File: src/rtl/controlador_teclas_pkg.sv
// Shared types and helpers for the switch-bank key controller.
// Helpers take a MAX_SW-wide vector; callers zero-extend narrower banks.
package controlador_teclas_pkg;

    localparam int MAX_SW = 64;

    typedef enum logic [1:0] {
        SOLTO,
        PRESSIONADO,
        INVALIDO
    } estado_t;

    function automatic logic is_onehot(input logic [MAX_SW-1:0] v);
        return (v != '0) && ((v & (v - MAX_SW'(1))) == '0);
    endfunction

    function automatic int encode_onehot(input logic [MAX_SW-1:0] v);
        int idx;
        idx = 0;
        for (int i = 0; i < MAX_SW; i++) begin
            if (v[i]) begin
                idx = i;
            end
        end
        return idx;
    endfunction

endpackage

File: src/rtl/fifo_teclas.sv
// Small show-ahead FIFO: dout is a register that always holds the current head,
// so a consumer sees the code in the same cycle valid is high.
module fifo_teclas #(
    parameter int WIDTH = 4,
    parameter int DEPTH = 4,
    localparam int PTR_W = $clog2(DEPTH),
    localparam int CNT_W = PTR_W + 1
) (
    input  logic             clk,
    input  logic             reset,
    input  logic             push,
    input  logic [WIDTH-1:0] din,
    input  logic             pop,
    output logic [WIDTH-1:0] dout,
    output logic             valid,
    output logic             full,
    output logic [CNT_W-1:0] count
);

    logic [WIDTH-1:0] mem [DEPTH];
    logic [PTR_W-1:0] wr_ptr_reg;
    logic [PTR_W-1:0] rd_ptr_reg;
    logic [CNT_W-1:0] count_reg;
    logic [WIDTH-1:0] dout_reg;
    logic             do_pop;
    logic             do_push;

    assign valid   = (count_reg != '0);
    assign full    = (count_reg == CNT_W'(DEPTH));
    assign do_pop  = pop & valid;
    // A simultaneous pop frees the slot, so a push into a full FIFO still lands.
    assign do_push = push & (~full | do_pop);

    assign dout  = dout_reg;
    assign count = count_reg;

    always_ff @(posedge clk) begin
        if (do_push) begin
            mem[wr_ptr_reg] <= din;
        end
    end

    always_ff @(posedge clk) begin
        if (reset) begin
            wr_ptr_reg <= '0;
            rd_ptr_reg <= '0;
            count_reg  <= '0;
            dout_reg   <= '0;
        end else begin
            if (do_push) begin
                wr_ptr_reg <= wr_ptr_reg + PTR_W'(1);
            end
            if (do_pop) begin
                rd_ptr_reg <= rd_ptr_reg + PTR_W'(1);
            end
            case ({do_push, do_pop})
                2'b10:   count_reg <= count_reg + CNT_W'(1);
                2'b01:   count_reg <= count_reg - CNT_W'(1);
                default: count_reg <= count_reg;
            endcase
            // Keep dout pointing at the next head; hold it when the queue drains.
            if (do_pop) begin
                if (count_reg > CNT_W'(1)) begin
                    dout_reg <= mem[rd_ptr_reg + PTR_W'(1)];
                end else if (do_push) begin
                    dout_reg <= din;
                end
            end else if (!valid && do_push) begin
                dout_reg <= din;
            end
        end
    end

endmodule

File: src/rtl/controlador_teclas_fifo.sv
// Switch bank to key-code queue: synchronise, debounce, accept one-hot presses
// once per press, and buffer the codes for a slow consumer.
module controlador_teclas_fifo
    import controlador_teclas_pkg::*;
#(
    parameter int N_SW            = 16,
    parameter int W_TECLA         = $clog2(N_SW),
    parameter int DEBOUNCE_CYCLES = 4,
    parameter int FIFO_DEPTH      = 4
) (
    input  logic                          clk,
    input  logic                          reset,
    input  logic [N_SW-1:0]               SW,
    input  logic                          ack,
    output logic [W_TECLA-1:0]            tecla,
    output logic                          valid,
    output logic                          ready,
    output logic                          erro,
    output logic                          overflow,
    output logic [$clog2(FIFO_DEPTH):0]   count
);

    localparam int CNT_W = $clog2(DEBOUNCE_CYCLES) + 1;

    logic [N_SW-1:0]    sync_q1;
    logic [N_SW-1:0]    sync_q2;
    logic [N_SW-1:0]    candidate_reg;
    logic [N_SW-1:0]    stable_reg;
    logic [CNT_W-1:0]   cnt_reg;

    logic [MAX_SW-1:0]  stable_ext;
    logic               stable_onehot;
    logic [W_TECLA-1:0] stable_code;
    logic [N_SW-1:0]    pressed_pattern;

    estado_t            state_reg, state_next;
    logic               push_reg, push_next;
    logic               erro_reg, erro_next;
    logic [W_TECLA-1:0] code_reg, code_next;
    logic               ready_reg;
    logic               overflow_reg;
    logic               fifo_full;

    always_ff @(posedge clk) begin
        if (reset) begin
            sync_q1       <= '0;
            sync_q2       <= '0;
            candidate_reg <= '0;
            stable_reg    <= '0;
            cnt_reg       <= '0;
        end else begin
            sync_q1 <= SW;
            sync_q2 <= sync_q1;
            if (sync_q2 != candidate_reg) begin
                candidate_reg <= sync_q2;
                cnt_reg       <= '0;
            end else if (cnt_reg == CNT_W'(DEBOUNCE_CYCLES - 1)) begin
                stable_reg <= candidate_reg;
            end else begin
                cnt_reg <= cnt_reg + CNT_W'(1);
            end
        end
    end

    assign stable_ext    = MAX_SW'(stable_reg);
    assign stable_onehot = is_onehot(stable_ext);
    assign stable_code   = W_TECLA'(encode_onehot(stable_ext));

    // One-hot image of the key currently held, used to spot a change of key.
    generate
        for (genvar gi = 0; gi < N_SW; gi++) begin : g_pattern
            assign pressed_pattern[gi] = (code_reg == W_TECLA'(gi));
        end
    endgenerate

    always_comb begin
        state_next = state_reg;
        push_next  = 1'b0;
        erro_next  = 1'b0;
        code_next  = code_reg;
        case (state_reg)
            SOLTO: begin
                if (stable_reg != '0) begin
                    if (stable_onehot) begin
                        state_next = PRESSIONADO;
                        push_next  = 1'b1;
                        code_next  = stable_code;
                    end else begin
                        state_next = INVALIDO;
                        erro_next  = 1'b1;
                    end
                end
            end
            PRESSIONADO: begin
                if (stable_reg == '0) begin
                    state_next = SOLTO;
                end else if (stable_reg != pressed_pattern) begin
                    state_next = INVALIDO;
                    erro_next  = 1'b1;
                end
            end
            INVALIDO: begin
                if (stable_reg == '0) begin
                    state_next = SOLTO;
                end
            end
            default: state_next = SOLTO;
        endcase
    end

    always_ff @(posedge clk) begin
        if (reset) begin
            state_reg    <= SOLTO;
            push_reg     <= 1'b0;
            erro_reg     <= 1'b0;
            code_reg     <= '0;
            ready_reg    <= 1'b0;
            overflow_reg <= 1'b0;
        end else begin
            state_reg <= state_next;
            push_reg  <= push_next;
            erro_reg  <= erro_next;
            code_reg  <= code_next;
            ready_reg <= stable_onehot;
            if (push_reg && fifo_full && !(ack && valid)) begin
                overflow_reg <= 1'b1;
            end
        end
    end

    fifo_teclas #(
        .WIDTH (W_TECLA),
        .DEPTH (FIFO_DEPTH)
    ) u_fifo (
        .clk   (clk),
        .reset (reset),
        .push  (push_reg),
        .din   (code_reg),
        .pop   (ack),
        .dout  (tecla),
        .valid (valid),
        .full  (fifo_full),
        .count (count)
    );

    assign ready    = ready_reg;
    assign erro     = erro_reg;
    assign overflow = overflow_reg;

endmodule

File: config.mk
export PLATFORM = sky130hd
export DESIGN_NAME = controlador_teclas_fifo
export DESIGN_NICKNAME = d
export VERILOG_FILES = /design/src/rtl/controlador_teclas_pkg.sv /design/src/rtl/fifo_teclas.sv /design/src/rtl/controlador_teclas_fifo.sv
export SDC_FILE = /design/constraint.sdc
export NUM_CORES = 1
export LEC_CHECK = 0
export CAP_MARGIN = 20
export CORE_MARGIN = 1.5
export CORE_UTILIZATION = 46
export CTS_CLUSTER_SIZE = 14
export DETAILED_ROUTE_END_ITERATION = 8
export MAX_ROUTING_LAYER = met4
export SYNTH_ARGS = -nofsm -noshare
export SYNTH_HDL_FRONTEND = slang
export SYNTH_HIERARCHICAL = 1
export SYNTH_SLANG_ARGS = --single-unit
File: constraint.sdc
create_clock -name clk -period 2.45 [get_ports clk]
set_input_delay 0.6125 -clock clk [delete_from_list [all_inputs] [get_ports clk]]
set_output_delay 0.6125 -clock clk [all_outputs]
set_load 0.02 [all_outputs]
Word-level counts from Yosys, hierarchy flattened
Memories as Yosys holds them, arrays and structs flattened. Cells that the tools add are included.

Bits in registers: 88. Bits in writable memories: 16. Input port bits: 19. Output and inout bits: 11. Word-level logic and storage cells: 114. Memories kept: 1.

Add/sub/neg operators: 6. $lt $le $gt $ge: 1. Eq/ne operators: 27. Muxes and demuxes: 34. Bitwise logic cells: 8. Reduce and logical (&&, ||, !) cells: 22.

Memories: u_fifo.mem (words 4, bits a word 4, rd ports 1, clocked after memory_dff 0, write ports 1, RTL line fifo_teclas.sv:20) `logic [WIDTH-1:0] mem [DEPTH];`.

Operator list (count): $mux 4 (18); $and 16x64->64 (1); $logic_not 64->1 (1); $reduce_bool 64->1 (1); $eq 4x4->1 const B (8); $ne 16x16->1 (2); $sub 16x1->17 const B (1); $eq 4x3->1 const B (4); $logic_not 16->1 (1); $reduce_bool 16->1 (1); $mux 2 (5); $eq 4x2->1 const B (2); $mux 1 (8); $add 3x1->3 const B (2); $ne 3x3->1 const B (2); $pmux 2 s3 (1); $pmux 3 s2 (1); $reduce_and 3->1 (2); $logic_and 1x1->1 (5); $add 2x1->2 const B (2); $eq 2x1->1 const B (2); $eq 2x2->1 const B (2); $eq 4x1->1 const B (1); $logic_not 4->1 (1); 16 further kinds (24).

Longest topological paths before layout
Gate-level depths: netlist (run 1).

Depth in word-level cells: 15. Depth in mapped cells: 9. Depth with buffers taken out: 9.

By module
The synthesis (run 1) kept the hierarchy.

By module, submodules not included: controlador_teclas_fifo (times used 1, cells each 371, area each 3330.7 um2, seq. area each 1541.5 um2); fifo_teclas (times used 1, cells each 97, area each 1261.2 um2, seq. area each 700.7 um2).

Least setup slack after synthesis (run 1)
No wires, ideal clock.

Path type: register to register. From: register u_fifo.count_reg[1] (netlist: u_fifo/count[1]). To: register u_fifo.dout_reg[0] (netlist: u_fifo/dout[0]). Arrival time: 2.078 ns. Setup slack: 0.286 ns. Stages on the path, launching flop included: 9. Cell sequence: dfxtp_1 > inv_1 > ha_1 > nand2b_1 > and2_1 > ha_1 > a22o_1 > and2_4 > a221oi_2.

Word-level cells in the longest chain between the ends: 7.

RTL lines: start, declared (RTL line fifo_teclas.sv:23) `logic [CNT_W-1:0] count_reg;`; start signal, assigned (RTL line fifo_teclas.sv:57) `2'b10: count_reg <= count_reg + CNT_W'(1);`; start signal, assigned (RTL line fifo_teclas.sv:58) `2'b01: count_reg <= count_reg - CNT_W'(1);`; start signal, assigned (RTL line fifo_teclas.sv:59) `default: count_reg <= count_reg;`; $reduce_bool 3->1 * (RTL line fifo_teclas.sv:28) `assign valid = (count_reg != '0);`; net valid (RTL line controlador_teclas_fifo.sv:16) `output logic valid,`; $and 1x1->1 (RTL line fifo_teclas.sv:30) `assign do_pop = pop & valid;`; $or 1x1->1 (RTL line fifo_teclas.sv:32) `assign do_push = push & (~full | do_pop);`; $and 1x1->1 (RTL line fifo_teclas.sv:32); $logic_and 1x1->1 (RTL line fifo_teclas.sv:68) `end else if (!valid && do_push) begin`; $reduce_bool 2->1 (no source line); $reduce_and 2->1 (no source line); end signal, assigned (RTL line fifo_teclas.sv:64) `dout_reg <= mem[rd_ptr_reg + PTR_W'(1)];`; end signal, assigned (RTL line fifo_teclas.sv:66) `dout_reg <= din;`; end signal, assigned (RTL line fifo_teclas.sv:69) `dout_reg <= din;`; end, declared (RTL line fifo_teclas.sv:24) `logic [WIDTH-1:0] dout_reg;`.

Mark *: on every way through the listed nets, which the timed path passes. The rest lies on a longest branch. A chain may end at the register's enable or synchronous reset.

Final worst setup path (run 1)
From: register u_fifo.count_reg[1] (netlist: u_fifo/count[1]). To: output port valid.

Word-level cells in the longest chain between the ends: 1.

RTL lines (RTL line): $reduce_bool 3->1 (fifo_teclas.sv:28); end, declared (controlador_teclas_fifo.sv:16).

Every way passes these cells.

==> key figures, run 1 <==
Die
  • Initial Utilization: 0.472
  • Total die area: between 0.01 and 0.015 mm2
  • Die X: between 100 and 150 um
  • DIE HEIGHT: a little over 100 um
  • I/O pin total: 30
  • # rows: 36
  • Core ar.: 0.00973 mm2

Hold path
  • Hold WC Path Type: reg -> reg
  • Worst Hold Depth: 1
  • Hold Path Sink: sync_q2[10]$_SDFF_PP0_
  • Hold Crit Start: sync_q1[10]$_SDFF_PP0_

Placement
  • Final GP Congestion: between 0.8 and 0.9
  • Post-DP HPWL: 6400 um
  • Placed Area: roughly 0.0051 mm2
  • DP Worst Slack: ~0.011 ns
  • Port bufs: 29

Timing
  • Setup TNS: 0 ns
  • Unrepaired setup endpoints after global routing: false
  • Final worst slack: 0.204 ns
  • Post-Route Skew: ~0.011 ns
  • Final number of hold-violating endpoints: 0
  • Max-slew headroom: 0.669
  • Slew @ Worst Pin: around 0.5 ns
  • Final setup vio count: 0
  • Fin crit period: 2.25 ns
  • Final period utilization: 0.917
  • Fmax: approximately 0.45 GHz
  • Slew Viols, Final: 0

Setup path
  • Reg2reg end: code_reg[3]$_SDFFE_PP0P_
  • Setup slack, reg-to-reg: 0.25 ns
  • Cell chain of the critical path: inv_1 > ha_1 > nand2b_1 > dlygate4sd2_1
  • Crit path max-delay family: buffers and inverters
  • CP startpoint kind: register
  • Reg-to-Reg Start: stable_reg[2]$_SDFFE_PP0P_
  • Required time of the critical path: between 1.5 and 2 ns
  • Buf+Inv Stages, Crit Path: 2
  • Setup Crit Path Kind: reg -> out
  • Worst setup EP type: output port
  • R2r worst-path depth: 6
  • Highest-delay cell along the critical path: dfxtp_1
  • Worst-path maximum fanout: 5
  • Worst EP arrival: 1.63 ns
  • CP peak stage delay: just over 0.4 ns

Flow run
  • Max cap viols: 0

Global routing
  • M2 GR Usage: 0.310
  • Largest net degree at the start of global routing: 36
  • GRT Total Usage: 0.189
  • Grt ovf: 0
  • Initial antenna violation count: 0
  • First-pass GRT wire length: around 15000 um
  • Vias in the first global route: between 3000 and 4000
  • GRT met1 Usage: 0.240
  • Global route hottest layer: met2
  • M3 GR Usage: 0.0393

Pwr
  • Int Power: around 2500 uW
  • Combinational share of power: 0.167
  • Pleak: 0.00188 uW
  • Switching portion of total power: 0.290
  • Pwr/cell area: between 600 and 700 mW/mm2
  • Net Switching: between 1000 and 1500 uW
  • Peak supply drop: ~0.00035 V
  • Clk network pwr share: 0.307
  • Reg power frac: 0.526

Clock network
  • H-Tree Depth: 3
  • Post-CTS setup buffers: 0
  • CTS tree: yes
  • Clk root buf: clkbuf_8
  • Clk_lat worst skew: 0.37 ns
  • CTS Buf Count: 9
  • Clk buf depth: 2
  • CTS sink count: around 100
  • Clock transition at the registers of the reported paths: 0.11 ns

Final layout
  • # fillers: 923
  • Layout area overhead: 15.0%
  • Sequential Area: 0.00224 mm2
  • Final core occ: 0.543
  • Layout cells sized above 1: 0.108
  • Final instance area: around 0.0053 mm2
  • Final #Nets: 523
  • Multi-input logic area: 0.00215 mm2
  • Diodes inserted: 0

Synth
  • Sequential share of the synthesized area: 0.488
  • Synth Area in Compound Gates: 0.134
  • Ys flop type: dfxtp_1
  • Mux contribution to synthesized area: 0.0240
  • Number of warnings issued by yosys: 6
  • Synth Register Bits: around 100
  • Cell Area, Synth: 0.00459 mm2
  • EDFF count, synth: 16
  • Largest family of logic cells by synthesized area: simple AND/OR/NAND/NOR gates
  • Synth Area in XOR/XNOR: 0.0420
  • Synthesized Nets: 497
  • Mapped Avg Cell Area: 9.81 um2
  • Cells after synthesis: roughly 470
  • Adder-Cell Fraction of Synth Area: 0.0272
  • Post-Synth Simple-Gate Area: 0.239
  • Post-synth cell types: 60
  • Post-synthesis async set-or-reset flop share: 0

Run status
  • Status: finished, final reports clean

Drt
  • Detailed-route DRC error count: 0
  • Total number of vias: roughly 3300
  • Vias/cell: ~5.3
  • DRT iter0 DRCs: 177
  • WL per Instance: ~14 um
  • First-pass DRT Iterations: 4
  • Drt total wl: between 8000 and 9000 um
  • Post-route antenna net violation count: 0
-- final cells by class --
type	instances	area share
clock buffer	9	0.0235
sequential	104	0.425
clock inverter	7	0.0178
timing repair buffer	48	0.0832
multi-input combinational	313	0.407
tap	133	0.0315
inverter	18	0.0128
-- cell usage in the layout (no fill, tap or decap), types with 2 or more instances in the layout --
| master | Yosys | layout |
|---|---|---|
| clkbuf_8 | 0 | 9 |
| buf_4 | 1 | 18 |
| o21ai_1 | 2 | 2 |
| nand3b_1 | 4 | 4 |
| nor4_1 | 5 | 5 |
| nand3_1 | 18 | 18 |
| edfxtp_1 | 16 | 16 |
| mux4_2 | 4 | 4 |
| a211oi_1 | 6 | 6 |
| a41oi_1 | 2 | 2 |
| and2_1 | 5 | 5 |
| o21ai_0 | 10 | 10 |
| clkdlybuf4s50_1 | 0 | 27 |
| nand4_1 | 10 | 10 |
| nand2_1 | 29 | 29 |
| clkinv_8 | 0 | 3 |
| nand2b_1 | 16 | 16 |
| a221oi_2 | 4 | 4 |
| and4_1 | 2 | 2 |
| or3_1 | 4 | 4 |
| o31ai_1 | 4 | 4 |
| inv_1 | 18 | 18 |
| ha_1 | 10 | 10 |
| or2_1 | 2 | 2 |
| o22ai_1 | 6 | 6 |
| nor2_1 | 21 | 21 |
| a21oi_1 | 24 | 24 |
| nor3_1 | 12 | 11 |
| xor2_1 | 4 | 4 |
| a22oi_1 | 6 | 6 |
| a31oi_1 | 5 | 5 |
| nor4_4 | 3 | 3 |
| dfxtp_1 | 88 | 88 |
| o21a_1 | 2 | 2 |
| and3b_1 | 2 | 2 |
| nor2b_1 | 49 | 49 |
| mux2i_1 | 2 | 2 |
| xnor2_1 | 18 | 18 |
-- synth_stat cells, types with 3 or more instances --
master / number / area share
xor2_1: 4 / 0.0076
a21oi_1: 24 / 0.026
nor2b_1: 49 / 0.067
o31ai_1: 4 / 0.0065
nand4_1: 10 / 0.014
mux4_2: 4 / 0.020
nand3_1: 18 / 0.020
clkbuf_1: 27 / 0.022
xnor2_1: 18 / 0.034
a221oi_2: 4 / 0.013
nor4_4: 3 / 0.014
o22ai_1: 6 / 0.0082
ha_1: 10 / 0.027
dfxtp_1: 88 / 0.38
inv_1: 18 / 0.015
nor2_1: 21 / 0.017
nand3b_1: 4 / 0.0065
a31oi_1: 5 / 0.0068
buf_2: 4 / 0.0044
nor3_1: 12 / 0.013
a22oi_1: 6 / 0.0098
a211oi_1: 6 / 0.0098
or3_1: 4 / 0.0054
nand2_1: 29 / 0.024
and2_1: 5 / 0.0068
nand2b_1: 16 / 0.022
edfxtp_1: 16 / 0.10
nor4_1: 5 / 0.0068
o21ai_0: 10 / 0.011
-- worst register-to-register path, stage by stage, from the launching register on --
cell and delay (ns):
dfxtp_1 0.42, nor4_4 0.37, nand4_1 0.22, o41ai_2 0.30
nand4_1 0.22, nor4_4 0.41, a311oi_2 0.14
-- worst max-delay path by stage --
stage	from	depth (start not counted)	slack [ns]	endpoint
after detailed placement	ack	7	0.01	u_fifo/dout[0]$_SDFFE_PP0P_
after global placement	ack	7	0.06	u_fifo/dout[0]$_SDFFE_PP0P_
after global routing	u_fifo/count[1]$_SDFFE_PP0P_	4	0.06	valid
final	u_fifo/count[1]$_SDFFE_PP0P_	4	0.20	valid
after CTS	u_fifo/count[1]$_SDFFE_PP0P_	4	0.19	valid
after floorplan	u_fifo/count[1]$_SDFFE_PP0P_	8	0.29	u_fifo/dout[0]$_SDFFE_PP0P_
-- metal layers --
layer	vias up	routed length [um]
met2	76	4440
met4	0	31
met1	1558	4060
met3	2	355
li1	1700	-
met5	-	0
-- through the flow --
step / cells / total power [uW] / hold slack, ns
3_5_place_dp: 616 / 2520 / 0.422
4_1_cts: 632 / 3610 / 0.441
5_1_grt: 632 / 3750 / 0.445
2_1_floorplan: 468 / 2310 / 0.414
3_3_place_gp: 616 / 2500 / 0.419
6_report: 632 / 3560 / 0.441
-- power groups by stage --
stage,sequential (uW),combinational (uW),clock (uW)
2_1_floorplan,1940,361,0
3_3_place_gp,1910,595,0
3_5_place_dp,1910,605,0
4_1_cts,1870,598,1140
5_1_grt,1880,657,1210
6_report,1870,594,1090
-- cells by family after synthesis --
kind of cell               after synthesis
muxes                                    6
and+or+nand+nor                        189
adders and majority gates               10
AOI/OAI and AO/OA                       86
xor gates and xnor gates                22
buffers and inverters                   51
DFF                                    104
-- repair_timing --
item	4_1_cts	5_1_grt
gates resized for setup	1	1
hold buffers	0	0
endpoints found under the setup margin	1	3
endpoints found under the hold margin	0	0
No activity file was read; power rests on OpenSTA's default activity.
==> run 2, diff against run 1 <==
--- a/config.mk
+++ b/config.mk
@@ -8,6 +8,7 @@
 export CAP_MARGIN = 20
 export CORE_MARGIN = 1.5
 export CORE_UTILIZATION = 46
+export CTS_CLUSTER_DIAMETER = 50
 export CTS_CLUSTER_SIZE = 14
 export DETAILED_ROUTE_END_ITERATION = 8
 export MAX_ROUTING_LAYER = met4
==> results of run 2 <==
The final DEF is identical to that of run 1; final timing and power are the same.
==> run 3, diff against run 2 <==
--- a/config.mk
+++ b/config.mk
@@ -12,6 +12,7 @@
 export CTS_CLUSTER_SIZE = 14
 export DETAILED_ROUTE_END_ITERATION = 8
 export MAX_ROUTING_LAYER = met4
+export SKIP_LAST_GASP = 1
 export SYNTH_ARGS = -nofsm -noshare
 export SYNTH_HDL_FRONTEND = slang
 export SYNTH_HIERARCHICAL = 1
==> results of run 3 <==
The final DEF is identical to that of run 1; final timing and power are the same.
